$ cat src/rtl/rom_loader.sv
// rom_loader: streams 16-bit coefficient words, packs three of them into one
// 48-bit entry and writes it into a coefficient table at a wrapping 6-bit
// index. A load covers `len` entries (0 means 64) starting at `base_addr`.
//
// Optional feature: define ROM_LOADER_CHECKSUM_EN to add a 16-bit running sum
// of accepted words; without it `checksum` is tied to zero.
//
// din handshake: a word transfers on a rising clk edge exactly when
// din_valid and din_ready are both 1. din_ready is high in COLLECT and drops
// combinationally while abort is asserted, so an aborted cycle never
// consumes a word.
module rom_loader (
    input  logic        clk,
    input  logic        reset,
    input  logic        start,
    input  logic [5:0]  base_addr,
    input  logic [5:0]  len,
    input  logic [15:0] din,
    input  logic        din_valid,
    output logic        din_ready,
    input  logic        abort,
    output logic        cen,
    output logic        wen,
    output logic [5:0]  index_wri,
    output logic [47:0] D,
    output logic        busy,
    output logic        done,
    output logic [15:0] checksum,
    output logic [1:0]  dbg_state_o
);

    typedef enum logic [1:0] {
        S_IDLE    = 2'd0,
        S_COLLECT = 2'd1,
        S_WRITE   = 2'd2,
        S_DONE    = 2'd3
    } state_e;

    state_e      state_q, state_d;
    logic [5:0]  addr_q, addr_d;
    logic [5:0]  cnt_q, cnt_d;     // entries left; 0 encodes 64
    logic [1:0]  wcnt_q, wcnt_d;   // words already packed into this entry
    logic [31:0] pack_q, pack_d;   // first two words of the entry
    logic [47:0] data_q, data_d;   // entry presented on D

    logic start_acc;
    logic accept;

    assign start_acc   = (state_q == S_IDLE) && start;
    assign accept      = din_valid && din_ready;
    assign dbg_state_o = state_q;
    assign index_wri   = addr_q;
    assign D           = data_q;

    // State register
    always_ff @(posedge clk or negedge reset) begin
        if (!reset) state_q <= S_IDLE;
        else        state_q <= state_d;
    end

    // Next-state logic; abort wins over any transfer or write
    always_comb begin
        state_d = state_q;
        case (state_q)
            S_IDLE:    if (start) state_d = S_COLLECT;
            S_COLLECT: begin
                if (abort)                           state_d = S_IDLE;
                else if (accept && wcnt_q == 2'd2)   state_d = S_WRITE;
            end
            S_WRITE: begin
                if (abort)               state_d = S_IDLE;
                else if (cnt_q == 6'd1)  state_d = S_DONE;
                else                     state_d = S_COLLECT;
            end
            S_DONE:    state_d = S_IDLE;
            default:   state_d = S_IDLE;
        endcase
    end

    // Output decode from state, gated by abort where it must suppress effects
    always_comb begin
        din_ready = (state_q == S_COLLECT) && !abort;
        wen       = !((state_q == S_WRITE) && !abort);
        busy      = (state_q != S_IDLE);
        cen       = (state_q != S_IDLE);
        done      = (state_q == S_DONE) && !abort;
    end

    // Datapath next values: counters, word packing and the output entry
    always_comb begin
        addr_d = addr_q;
        cnt_d  = cnt_q;
        wcnt_d = wcnt_q;
        pack_d = pack_q;
        data_d = data_q;
        if (start_acc) begin
            addr_d = base_addr;
            cnt_d  = len;
            wcnt_d = 2'd0;
        end else if (state_q == S_COLLECT) begin
            if (abort) begin
                wcnt_d = 2'd0;
            end else if (accept) begin
                case (wcnt_q)
                    2'd0: begin
                        pack_d[31:16] = din;
                        wcnt_d        = 2'd1;
                    end
                    2'd1: begin
                        pack_d[15:0] = din;
                        wcnt_d       = 2'd2;
                    end
                    default: begin
                        data_d = {pack_q, din};
                        wcnt_d = 2'd0;
                    end
                endcase
            end
        end else if (state_q == S_WRITE && !abort) begin
            addr_d = addr_q + 6'd1;
            cnt_d  = cnt_q - 6'd1;
        end
    end

    // Datapath registers
    always_ff @(posedge clk or negedge reset) begin
        if (!reset) begin
            addr_q <= '0;
            cnt_q  <= '0;
            wcnt_q <= '0;
            pack_q <= '0;
            data_q <= '0;
        end else begin
            addr_q <= addr_d;
            cnt_q  <= cnt_d;
            wcnt_q <= wcnt_d;
            pack_q <= pack_d;
            data_q <= data_d;
        end
    end

`ifdef ROM_LOADER_CHECKSUM_EN
    logic [15:0] csum_q, csum_d;

    // Running sum: cleared by an accepted start, grows with each accepted word
    always_comb begin
        csum_d = csum_q;
        if (start_acc)   csum_d = '0;
        else if (accept) csum_d = csum_q + din;
    end

    // Checksum register
    always_ff @(posedge clk or negedge reset) begin
        if (!reset) csum_q <= '0;
        else        csum_q <= csum_d;
    end

    assign checksum = csum_q;
`else
    assign checksum = '0;
`endif

endmodule
$ cat config.mk
export PLATFORM = sky130hd
export DESIGN_NAME = rom_loader
export DESIGN_NICKNAME = d
export VERILOG_FILES = /design/src/rtl/rom_loader.sv
export SDC_FILE = /design/constraint.sdc
export NUM_CORES = 1
export LEC_CHECK = 0
export ABC_CLOCK_PERIOD_IN_PS = 2650
export CORE_MARGIN = 4
export CORE_UTILIZATION = 40
export CTS_CLUSTER_DIAMETER = 200
export DETAILED_ROUTE_END_ITERATION = 10
export PLACE_DENSITY = 0.79
export SYNTH_ARGS = -nofsm -noshare
export SYNTH_HDL_FRONTEND = slang
export SYNTH_SLANG_ARGS = --single-unit
$ cat constraint.sdc
create_clock -name clk -period 2.65 [get_ports clk]
set_input_delay 0.53 -clock clk [delete_from_list [all_inputs] [get_ports clk]]
set_output_delay 0.53 -clock clk [all_outputs]
set_load 0.05 [all_outputs]
==> results.py, run 1 <==
metrics = {
    "critical_path": {
        "start_kind": "flop",
        "criticalPathCategory": "flop to output port",
        "r2r-end": "pack_q[4]",
        "endpoint_kind": "output port",
        "regToRegStartpoint": "dbg_state_o[0]",
        "crit_fanout": 15,
        "cp.arrival_ps": 1950,
        "critPathRequiredTime_ps": 2120,
        "ff2ff_setup_slack_ps": 700,
        "reg2reg_depth": 3,
    },
    "clock_network": {
        "postCtsHoldBufs": 0,
        "cts_root_buf": "clkbuf_8",
        "cts_sinks": 96,
        "clk_path_buf_depth": 2,
        "numCtsBuffers": 9,
        "cts_tree": "built",
        "post_cts_buffers": 0,
        "cts_resized": 0,
        "cts_max_level": 3,
        "cts.clk_slew.worst_paths_ps": 90,
        "clk_latency_ps": 340,
    },
    "synthesis": {
        "async_flop_share_pct": 100,
        "synth_edf_count": 0,
        "yosysMostFrequentCell": "dfrtp_1",
        "synthTopCellsByArea": "dfrtp_1 (59%), mux2_2 (22%), buf_4 (3.1%)",
        "synth_top_area_cell": "dfrtp_1",
        "synth_cells": 291,
        "synth-seq-area-share_pct": 59.1,
        "ys_ff_latch": 96,
        "synth_top_flop_cell": "dfrtp_1",
        "ys_top_cells_by_count": "dfrtp_1 (96), mux2_2 (80), buf_4 (17)",
        "synth_top_area_share_pct": 59.1,
        "syn_area_sq_mm": 0.00406,
        "ys.warnings.count": 0,
        "ys_types": 40,
        "synth.avg_cell_area_sq_um": 14.0,
    },
    "finish": {
        "drive_gt1_share_pct": 30.3,
        "area.growth.synth_to_final_pct": 30.2,
        "nets": 421,
        "fillCellCount": 864,
        "antennaDiodeCount": 0,
    },
    "min_path": {
        "hp-class": "input port to asynchronous set/reset pin",
    },
    "job": {
        "drv_cap": 0,
    },
    "timing": {
        "fin_crit_sh_pct": 93.7,
        "setup_violations": 0,
        "clock_skew_ps": 8.25,
        "setup_tns_ps": 0,
        "slew_viol_final": 0,
        "timing.fmax_mhz": 403,
        "finalHoldViolCount": 0,
        "relSlewSlack_pct": 58.9,
        "rsz0062_at_grt": "false",
        "fin_crit_ps": 2480,
        "tightestPinTransition_ps": 616,
    },
    "power": {
        "p_per_area_mw_per_mm2": 791,
        "peakVddDrop_mv": 0.441,
        "finalPower_mw": 4.19,
        "leakage_nw": 2.43,
    },
    "detailed_routing": {
        "vias": 2460,
        "met1Wirelength_um": 3230,
        "via_per_inst": 4.71,
        "routed.top_layer": "met4",
        "wirelength_um": 7770,
        "avgRoutedWirePerCell_um": 14.9,
        "drtIter0Drc": 46,
        "drcViolationCount": 0,
        "dr.pass1.iters": 4,
        "met3_length_um": 463,
        "route.met2.wl_um": 4070,
        "ant_nets": 0,
    },
    "placement": {
        "gp_congestion": 0.817,
        "hpwlAfterDp_um": 5630,
        "numPortBuffers": 93,
    },
    "grt": {
        "antenna_found_initial": 0,
        "grt_overflow": 0,
        "grt_max_degree": 50,
        "grt_pass1_wl_um": 12800,
        "first_global_vias": 2570,
        "groute.usage.overall_pct": 13.8,
    },
    "floorplan": {
        "die_w_um": 109,
        "fp.coreArea_sq_mm": 0.00982,
        "rows": 36,
        "die_h_um": 109,
        "die_area_sq_mm": 0.0118,
        "initial_core_util_pct": 41.4,
        "io-pin-count": 110,
    },
    "run_status": {
        "status": "finished, final reports clean",
    },
}
[metrics by stage]
stage / hold slack [ps] / cells / setup slack [ps] / util (%) / cell area, sq um
5_1_grt: 213 / 522 / 45.2 / 53.9 / 5290
3_3_place_gp: 483 / 507 / 271 / 51.8 / 5090
3_5_place_dp: 488 / 507 / 191 / 51.8 / 5090
2_1_floorplan: 234 / 306 / 453 / - / 4120
6_report: 185 / 522 / 166 / 53.9 / 5290
4_1_cts: 191 / 522 / 139 / 53.9 / 5290
[cell usage in the layout (no fill, tap or decap), types with 2 or more instances in the layout]
cell,count
o21ai_0,9
dfrtp_1,96
a21oi_1,2
nor2_1,6
inv_1,7
nor3b_2,2
xnor2_1,3
clkdlybuf4s50_1,89
nand4_1,3
ha_1,3
and4bb_2,3
or2_2,3
buf_12,4
a31oi_1,3
clkbuf_8,11
nand2_1,11
or4_1,2
nor2b_1,2
buf_4,5
nand3_1,5
nand3b_1,2
conb_1,16
mux2_2,80
a211oi_1,2
nand3_2,2
[where the power goes]
group | switching (mW) | total [mW] | internal, mW
clock | 0.477 | 0.963 | 0.486
combinational | 0.717 | 1.23 | 0.518
sequential | 0.194 | 1.99 | 1.79
total | 1.39 | 4.19 | 2.80
[kinds of logic after synthesis]
| group | after synthesis | share of synthesized area, % |
|---|---|---|
| DFF | 96 | 59.1 |
| muxes | 81 | 22.4 |
| and+or+nand+nor | 49 | 7.58 |
| buffers and inverters | 37 | 5.94 |
| AOI/OAI and AO/OA | 20 | 3.05 |
| xor gates and xnor gates | 4 | 0.862 |
| adders and majority gates | 3 | 0.924 |
| other | 1 | 0.0923 |
[worst max path at each step]
stage,start,end,slack (ps)
after floorplan,dbg_state_o[0],din_ready,450
after global placement,abort,pack_q[13],270
after detailed placement,abort,pack_q[4],190
after CTS,dbg_state_o[0],busy,140
after global routing,dbg_state_o[0],busy,50
final,dbg_state_o[0],busy,170
[metal layers]
layer  vias to the layer above  GRT usage, %
met3                         2          4.91
met2                        64          23.8
li1                       1169             -
met1                      1225          16.6
met5                         -             0
met4                         0          3.25
[critical path, cell delays in order, from the launching register on]
cell	delay (ps)
dfrtp_1	530
or2_2	370
clkdlybuf4s50_1	710
[cell type report]
cell class                 instances  area, sq um  share of cell area, %
sequential                        96         2400                   45.4
multi-input combinational        173         1480                   28.0
timing repair buffer              98         1010                   19.1
tap                              133          166                   3.15
clock buffer                      11          151                   2.86
clock inverter                     4         52.6                  0.993
inverter                           7         26.3                  0.497
[flip-flops by register name, indices dropped and copies added, names as in the netlist]
signal	count
D	48
pack_q	32
cnt_q	6
index_wri	6
dbg_state_o	2
wcnt_q	2
No activity file was read; power rests on OpenSTA's default activity.
==> run 2, diff against run 1 <==
- SKIP_LAST_GASP: unset -> 1
==> results of run 2 <==
Final layout, timing and power as in run 1 (identical DEF).
==> run 3, diff against run 2 <==
- DONT_BUFFER_PORTS: unset -> 1
- PLACE_DENSITY: 0.79 -> 0.65
==> results.py, run 3 (synthesis results as in run 1) <==
metrics = {
    "run_status": {
        "status": "finished with violations",
        "violations": "hold timing",
    },
    "finish": {
        "mostFrequentLayoutCell": "dfrtp_1",
        "largest_reg_flops": 48,
        "instances_no_fill": 432,
        "antennaDiodeCount": 0,
        "drive_gt1_share_pct": 38.8,
        "fillCellCount": 914,
        "final_cell_mix": "dfrtp_1 (96), mux2_2 (80), conb_1 (16)",
        "nets": 330,
        "area.growth.synth_to_final_pct": 6.47,
    },
    "detailed_routing": {
        "wirelength_um": 7420,
        "drcViolationCount": 0,
        "vias": 2207,
        "via_per_inst": 5.11,
        "ant_nets": 0,
        "dr.pass1.iters": 3,
        "avgRoutedWirePerCell_um": 17.2,
        "drtIter0Drc": 72,
    },
    "clock_network": {
        "cts_max_level": 3,
        "cts_root_buf": "clkbuf_8",
        "clk_path_buf_depth": 2,
        "numCtsBuffers": 9,
        "cts_resized": 0,
        "clk_latency_ps": 360,
        "cts.clk_slew.worst_paths_ps": 90,
        "cts_sinks": 96,
        "post_cts_buffers": 0,
        "cts_tree": "built",
    },
    "timing": {
        "setup_tns_ps": 0,
        "fin_hold_ws_ps": -144,
        "finalHoldViolCount": 96,
        "fin_crit_sh_pct": 78.8,
        "tightestPinTransition_ps": 587,
        "clock_skew_ps": 7.95,
        "relSlewSlack_pct": 60.9,
        "fin_crit_ps": 2090,
        "setup_ws_ps": 563,
        "timing.fmax_mhz": 479,
        "slew_viol_final": 0,
        "setup_violations": 0,
        "rsz0062_at_grt": "false",
    },
    "power": {
        "p_per_area_mw_per_mm2": 891,
        "finalPower_mw": 3.85,
        "peakVddDrop_mv": 0.454,
        "leakage_nw": 2.07,
    },
    "critical_path": {
        "reg2reg_depth": 4,
        "crit_path_start": "dbg_state_o[0]",
        "cp.arrival_ps": 1560,
        "critPathRequiredTime_ps": 2120,
        "crit_fanout": 11,
        "regToRegStartpoint": "dbg_state_o[0]",
        "start_kind": "flop",
        "criticalPathCategory": "flop to output port",
        "endpoint_kind": "output port",
    },
    "floorplan": {
        "die_w_um": 109,
        "initial_core_util_pct": 41.4,
        "rows": 36,
        "die_h_um": 109,
        "fp.coreArea_sq_mm": 0.00982,
        "die_area_sq_mm": 0.0118,
        "io-pin-count": 110,
    },
    "grt": {
        "grt_overflow": 0,
        "grt_pass1_wl_um": 11700,
        "antenna_found_initial": 0,
        "first_global_vias": 2330,
        "grt_max_degree": 97,
        "groute.usage.overall_pct": 13.0,
    },
    "placement": {
        "dp_cells": 416,
        "dpl_worst_slack_ps": 566,
        "numPortBuffers": 0,
        "gp_congestion": 0.780,
        "hpwlAfterDp_um": 5140,
    },
    "job": {
        "drv_cap": 0,
    },
    "min_path": {
        "hp-class": "input port to asynchronous set/reset pin",
    },
}
-- run 3: changes by cell type in the layout (fill, tap and decap cells not counted), sizes merged --
| cell | previous run | this run |
|---|---|---|
| clkdlybuf4s50 | 89 | 0 |
| buf | 9 | 7 |
| clkinvlp | 0 | 2 |
| clkbuf | 11 | 10 |
| clkinv | 2 | 1 |
| inv | 8 | 9 |
-- run 3: report_power, final --
| part | leakage (nW) | total (mW) | internal (mW) | switching [mW] |
|---|---|---|---|---|
| clock | 0.0933 | 0.949 | 0.442 | 0.507 |
| combinational | 0.723 | 0.540 | 0.287 | 0.253 |
| sequential | 1.25 | 2.36 | 1.79 | 0.578 |
| total | 2.07 | 3.85 | 2.52 | 1.34 |
-- run 3: through the flow --
stage | utilization (%) | instance area [sq um]
finish | 44.0 | 4330
CTS | 44.0 | 4330
detailed placement | 42.1 | 4130
global route | 44.0 | 4330
floorplan | - | 4120
global placement | 42.1 | 4130
-- run 3: area by class of cell --
cell class | instances | area (sq um) | area share (%)
inverters | 7 | 26.3 | 0.607
repair buffers | 7 | 52.6 | 1.21
multi-input cells | 173 | 1480 | 34.3
clock buffers | 10 | 128 | 2.95
flip-flops and latches | 96 | 2400 | 55.5
clock inverters | 6 | 67.6 | 1.56
well taps | 133 | 166 | 3.85
-- run 3: final timing paths --
| kind | endpoint | slack, ps |
|---|---|---|
| min reg2reg | D[24] | 510 |
| min in group clk | dbg_state_o[1] | 230 |
| max in group asynchronous | D[21] | 2580 |
| max | cen | 560 |
| min | index_wri[0] | -140 |
| max reg2reg | pack_q[26] | 630 |
-- run 3: routing by layer --
| metal | global-route usage, % | share of wire [%] |
|---|---|---|
| met5 | 0 | 0 |
| met4 | 6.04 | 2.1 |
| met3 | 5.03 | 7.7 |
| met2 | 21.3 | 49 |
| met1 | 15.2 | 41 |
-- run 3: worst max-delay path, stage by stage (launching register included) --
cell and delay (ps):
dfrtp_1 430, buf_4 230, or2_2 550
